## config.mk

```make
export PLATFORM = sky130hd
export DESIGN_NAME = pcm_sample_pacer_flat
export DESIGN_NICKNAME = d
export VERILOG_FILES = /design/src/rtl/pcm_pkg.sv /design/src/rtl/pcm_sample_pacer_if.sv /design/src/rtl/pcm_sync_fifo.sv /design/src/rtl/pcm_sample_pacer.sv /design/src/flat_wrapper.sv
export SDC_FILE = /design/constraint.sdc
export NUM_CORES = 1
export LEC_CHECK = 0
export CAP_MARGIN = 10
export CORE_MARGIN = 1.5
export CORE_UTILIZATION = 35
export CTS_CLUSTER_SIZE = 40
export DETAILED_ROUTE_END_ITERATION = 10
export PLACE_DENSITY_LB_ADDON = 0.12
export SLEW_MARGIN = 20
export SYNTH_ARGS = -nofsm -noshare
export SYNTH_HDL_FRONTEND = slang
export SYNTH_HIERARCHICAL = 1
export SYNTH_SLANG_ARGS = --single-unit
export TNS_END_PERCENT = 1
```

## constraint.sdc

```tcl
create_clock -name clk -period 4.5 [get_ports clk]
set_clock_uncertainty 0.15 [all_clocks]
set_input_delay 0.675 -clock clk [delete_from_list [all_inputs] [get_ports clk]]
set_output_delay 0.675 -clock clk [all_outputs]
set_load 0.02 [all_outputs]
```

## src/rtl/pcm_pkg.sv

```systemverilog
// rtl/pcm_pkg.sv - shared PCM sample width, period width and midscale constants
package pcm_pkg;
  localparam int DATA_W_DEF = 8;
  localparam int PER_W_DEF  = 9;
  localparam int DEPTH_DEF  = 4;
  localparam logic [7:0] MIDSCALE = 8'h80;
endpackage

```

## src/rtl/pcm_sample_pacer_if.sv

```systemverilog
// rtl/pcm_sample_pacer_if.sv - valid/ready sample stream from the bytebeat generator
interface pcm_sample_pacer_if
  import pcm_pkg::*;
#(
  parameter int DATA_W = DATA_W_DEF
);
  logic [DATA_W-1:0] in_data;
  logic              in_vld;
  logic              in_rdy;

  modport master (output in_data, output in_vld, input in_rdy);
  modport slave  (input in_data, input in_vld, output in_rdy);
endinterface

```

## src/rtl/pcm_sync_fifo.sv

```systemverilog
// rtl/pcm_sync_fifo.sv - single-clock sample FIFO with occupancy count
module pcm_sync_fifo
  import pcm_pkg::*;
#(
  parameter int DATA_W = DATA_W_DEF,
  parameter int DEPTH  = DEPTH_DEF
) (
  input  logic              clk,
  input  logic              reset,
  input  logic              i_push,
  input  logic [DATA_W-1:0] i_data,
  input  logic              i_pop,
  output logic [DATA_W-1:0] o_head,
  output logic              o_full,
  output logic              o_empty
);
  localparam int AW = $clog2(DEPTH);
  localparam int CW = $clog2(DEPTH + 1);

  logic [DATA_W-1:0] r_mem [DEPTH];
  logic [AW-1:0]     r_wr_ptr;
  logic [AW-1:0]     r_rd_ptr;
  logic [CW-1:0]     r_count;
  logic              w_push;
  logic              w_pop;

  assign o_full  = (r_count == CW'(DEPTH));
  assign o_empty = (r_count == '0);
  assign o_head  = r_mem[r_rd_ptr];
  assign w_push  = i_push && !o_full;
  assign w_pop   = i_pop && !o_empty;

  // DEPTH is a power of two, so pointers wrap by natural overflow
  always_ff @(posedge clk) begin
    if (reset) begin
      r_wr_ptr <= '0;
      r_rd_ptr <= '0;
      r_count  <= '0;
    end else begin
      if (w_push) r_wr_ptr <= r_wr_ptr + 1'b1;
      if (w_pop)  r_rd_ptr <= r_rd_ptr + 1'b1;
      if (w_push && !w_pop)      r_count <= r_count + 1'b1;
      else if (!w_push && w_pop) r_count <= r_count - 1'b1;
    end
  end

  always_ff @(posedge clk) begin
    if (w_push) r_mem[r_wr_ptr] <= i_data;
  end
endmodule

```

## src/rtl/pcm_sample_pacer.sv

```systemverilog
// rtl/pcm_sample_pacer.sv - releases buffered PCM samples at a programmable tick rate
module pcm_sample_pacer
  import pcm_pkg::*;
#(
  parameter int DATA_W = DATA_W_DEF,
  parameter int DEPTH  = DEPTH_DEF,
  parameter int PER_W  = PER_W_DEF
) (
  input  logic               clk,
  input  logic               reset,
  pcm_sample_pacer_if.slave  s_in,
  input  logic [PER_W-1:0]   period,
  output logic [DATA_W-1:0]  sample,
  output logic               sample_stb,
  output logic [7:0]         underrun_cnt
);
  logic [PER_W-1:0]  r_tick_cnt;
  logic [DATA_W-1:0] r_sample;
  logic              r_stb;
  logic [7:0]        r_underrun;
  logic              w_tick;
  logic              w_pop;
  logic              w_full;
  logic              w_empty;
  logic [DATA_W-1:0] w_head;

  // >= rather than == so a period lowered below the running count ticks at once
  assign w_tick      = (r_tick_cnt >= period);
  assign w_pop       = w_tick && !w_empty;
  assign s_in.in_rdy = !w_full;

  pcm_sync_fifo #(
    .DATA_W (DATA_W),
    .DEPTH  (DEPTH)
  ) u_fifo (
    .clk     (clk),
    .reset   (reset),
    .i_push  (s_in.in_vld),
    .i_data  (s_in.in_data),
    .i_pop   (w_pop),
    .o_head  (w_head),
    .o_full  (w_full),
    .o_empty (w_empty)
  );

  always_ff @(posedge clk) begin
    if (reset) begin
      r_tick_cnt <= '0;
      r_sample   <= DATA_W'(MIDSCALE);
      r_stb      <= 1'b0;
      r_underrun <= '0;
    end else begin
      r_tick_cnt <= w_tick ? '0 : r_tick_cnt + 1'b1;
      r_stb      <= w_pop;
      if (w_pop) r_sample <= w_head;
      if (w_tick && w_empty && (r_underrun != 8'hFF)) r_underrun <= r_underrun + 1'b1;
    end
  end

  assign sample       = r_sample;
  assign sample_stb   = r_stb;
  assign underrun_cnt = r_underrun;
endmodule

```

## src/flat_wrapper.sv

```systemverilog
// flat-port wrapper written by rule: the top's interface ports become plain ports
module pcm_sample_pacer_flat import pcm_pkg::*;
#(
  parameter int DATA_W = DATA_W_DEF,
  parameter int DEPTH  = DEPTH_DEF,
  parameter int PER_W  = PER_W_DEF
)
  (clk, reset, period, sample, sample_stb, underrun_cnt, s_in_in_data, s_in_in_vld, s_in_in_rdy);
  pcm_sample_pacer_if #(.DATA_W(DATA_W)) s_in_i ();
  input  logic clk;
  input  logic reset;
  input  logic [PER_W-1:0] period;
  output logic [DATA_W-1:0] sample;
  output logic sample_stb;
  output logic [7:0] underrun_cnt;
  input wire logic [$bits(s_in_i.in_data)-1:0] s_in_in_data;
  input wire logic [$bits(s_in_i.in_vld)-1:0] s_in_in_vld;
  output wire logic [$bits(s_in_i.in_rdy)-1:0] s_in_in_rdy;
  assign s_in_i.in_data = s_in_in_data;
  assign s_in_i.in_vld = s_in_in_vld;
  assign s_in_in_rdy = s_in_i.in_rdy;
  pcm_sample_pacer #(.DATA_W(DATA_W), .DEPTH(DEPTH), .PER_W(PER_W)) u_core (.clk(clk), .reset(reset), .s_in(s_in_i), .period(period), .sample(sample), .sample_stb(sample_stb), .underrun_cnt(underrun_cnt));
endmodule
```

==> impl_metrics.toml <==
[floorplanning]
die_area_mm2 = 0.00903
ios = 38
start_util_pct = 36.1
die_x_um = 95.0
core-area_mm2 = 0.00822
core.rowCount = 33
die_h_um = 95.0

[place]
dp_hpwl_um = 3700
gp_congestion = 0.719
place_inst = 383
io_buffers = 37
placed_area_mm2 = 0.00344

[logic_synthesis]
synth_edf_count = 32
synth_top_area_cell = "edfxtp_1"
synth_cell_type_count = 39
syn_inst = 249
ys_ff_latch = 67
syn_nets = 286
seq_area_frac_synth_pct = 56.0
ys_top_cells_by_count = "35 x dfxtp_1, 32 x edfxtp_1, 21 x nor2_1"
synth-main-ff-cell = "dfxtp_1"
yosysWarnings = 6
synth_area_leaders = "edfxtp_1 32%, dfxtp_1 24%, ha_1 6.8%, mux4_2 6.1%, xor2_1 3.0%"
async_flop_share_pct = 0
syn_avg_cell_area_um2 = 11.9
synth_most_common_cell = "dfxtp_1"
syn-cell-area_mm2 = 0.00297
synthDominantCellAreaShare_pct = 32.4

[global_routing]
grt_first_pass_wirelength_um = 8820
grt_pass1_vias = 1804
grtUsageMet1_pct = 16.9
busiest_layer = "met2"
grt_max_degree = 32
met3_usage_pct = 4.23
grt_overflow_total = 0
grt_use_met2_pct = 21.1
antenna_found_initial = 0
track_usage_pct = 13.5

[power]
power.density_mw_per_mm2 = 380
power_leakage_nw = 1.32
peakVddDrop_v = 0.000199

[timing]
fin_tns_setup_ps = 0
period_share_pct = 75.6
clock.fmax_mhz = 294
rsz0062_at_grt = "no"
max_slew_margin_pct = 63.3
worst_hold_slack_ps = 329
hold_viol_final = 0
slew_violations = 0
tightestPinTransition_ps = 550
min_period_ps = 3400
setup_viol = 0

[drt]
dr.pass1.iters = 4
vias = 1911
wl_per_cell_um = 13.7
wl_um = 5480
drcViolationCount = 0
vias_per_cell = 4.79
antenna_left = 0
drtIter0Drc = 48

[min_path]
hp-class = "register to register"

[cts]
post-cts-setup-buffer-count = 0
htreeDepth = 3
cts_tree = "yes"
postCtsResizedCells = 0
holdBufCountCts = 0
cts_buffers = 9
numClockSinks = 67
clk_pin_slew_ps = 70
clock_latency_ps = 340
cts_root_buf = "clkbuf_8"
cts_max_path_buffers = 2

[worst_setup_path]
critPathMaxFanout = 3
crit_required_ps = 4620
worstPathArrival_ps = 3520
slowest_stage = "clkdlybuf4s50_1"
crit_buf_inv = 3
cp_cell_sequence = "clkdlybuf4s50_1 > inv_1 > ha_1 > a211oi_1 > o211ai_2 > a21oi_2 > nor2_1 > o31ai_2 > ha_1 > inv_1 > fa_1 > xor2_1 > or3_1 > a21oi_1"
cp-start-kind = "input pin"
critPathKind = "input pin to register"
worst_setup_path_end_kind = "register"
cpPeakStageDelay_ps = 450
critical_path.top_delay_family = "adder cells"

[cells_and_area]
final_nets = 326
postLayoutCoreUtil_pct = 44.5
fin_area_mm2 = 0.00366
nFillCells = 782
multi_input_comb_area_mm2 = 0.00119
drive_gt1_share_pct = 11.2
areaGrowthSynthToFinish_pct = 23.3
antenna_cells = 0
instances_no_fill = 399
seqCellArea_mm2 = 0.00166

[outcome]
outcome = "finished, final reports clean"

[flow_run]
maxCapViolCount = 0
-- layout by cell type (no fill, tap or decap), types with 3 or more instances in the layout --
master	count
nand2b_1	5
dfxtp_1	35
a21oi_1	16
clkbuf_8	9
edfxtp_1	32
nand2_1	6
clkdlybuf4s50_1	37
mux4_2	8
nor3_1	3
nand3_1	8
and2_1	5
o21ai_0	12
inv_1	16
nor2_1	21
or3_1	4
ha_1	16
nand4_1	4
nand3b_1	7
xor2_1	10
mux2i_1	4
buf_4	3
nor2b_1	4
-- metrics by stage --
step	setup WS [ps]	total power [W]
final	1100	0.00139
after global routing	911	0.00146
after CTS	1100	0.00141
after detailed placement	756	0.000863
after global placement	789	0.000862
after floorplan	1270	0.000804
-- layout make-up --
class,count,area share [%]
Multi-Input combinational cell,155,32.6
Tap cell,105,3.59
Clock buffer,9,3.39
Timing Repair Buffer,40,10.7
Clock inverter,7,2.53
Sequential cell,67,45.4
Inverter,16,1.64
-- power breakdown --
part	internal [W]	switching (W)	total, W
logic	0.0000719	0.0000829	0.000155
clock network	0.000310	0.000232	0.000542
registers	0.000670	0.0000232	0.000694
total	0.00105	0.000338	0.00139
-- cell families (layout without fill, tap and decap cells) --
kind of cell,count (synthesis),after routing,synth area share [%]
mux,14,14,8.19
fa+ha+maj,17,17,7.43
flops,67,67,56.0
xor+xnor,11,11,3.25
simple gates,74,74,13.5
buf+inv,27,72,3.71
compound gates,39,39,7.93
-- tightest hold or removal path, cell delays in order, from the launching register on --
cell and delay (ps):
dfxtp_1 310, o21ai_0 60, a21oi_1 60
-- path summary, 6_finish.rpt --
| kind | startpoint | end | slack [ps] | cells past startpoint |
|---|---|---|---|---|
| hold reg to reg | u_core/sample[4] | u_core/sample[4] | 330 | 2 |
| hold / removal | u_core/sample[4] | u_core/sample[4] | 330 | 2 |
| setup / recovery | period[2] | u_core/u_fifo/r_count[2] | 1100 | 14 |
| setup reg to reg | u_core/r_tick_cnt[2] | u_core/u_fifo/r_count[2] | 1540 | 12 |
-- state kept, by name, summed over array words and instances, names as in the netlist, named ones only --
| name | cells |
|---|---|
| u_core/r_tick_cnt | 9 |
| u_core/u_fifo/r_mem | 32 |
| u_core/u_fifo/r_count | 3 |
| u_core/u_fifo/r_wr_ptr | 2 |
| u_core/u_fifo/r_rd_ptr | 2 |
| u_core/underrun_cnt | 8 |
| u_core/sample | 8 |
| u_core/sample_stb | 1 |
-- metal layers --
layer  vias to the layer above  part of all wire [%]
met5                         -                     0
met3                         9                   3.7
li1                        974                     -
met4                         0                   1.7
met1                       898                    47
met2                        30                    48
No activity file was read; power rests on OpenSTA's default activity.
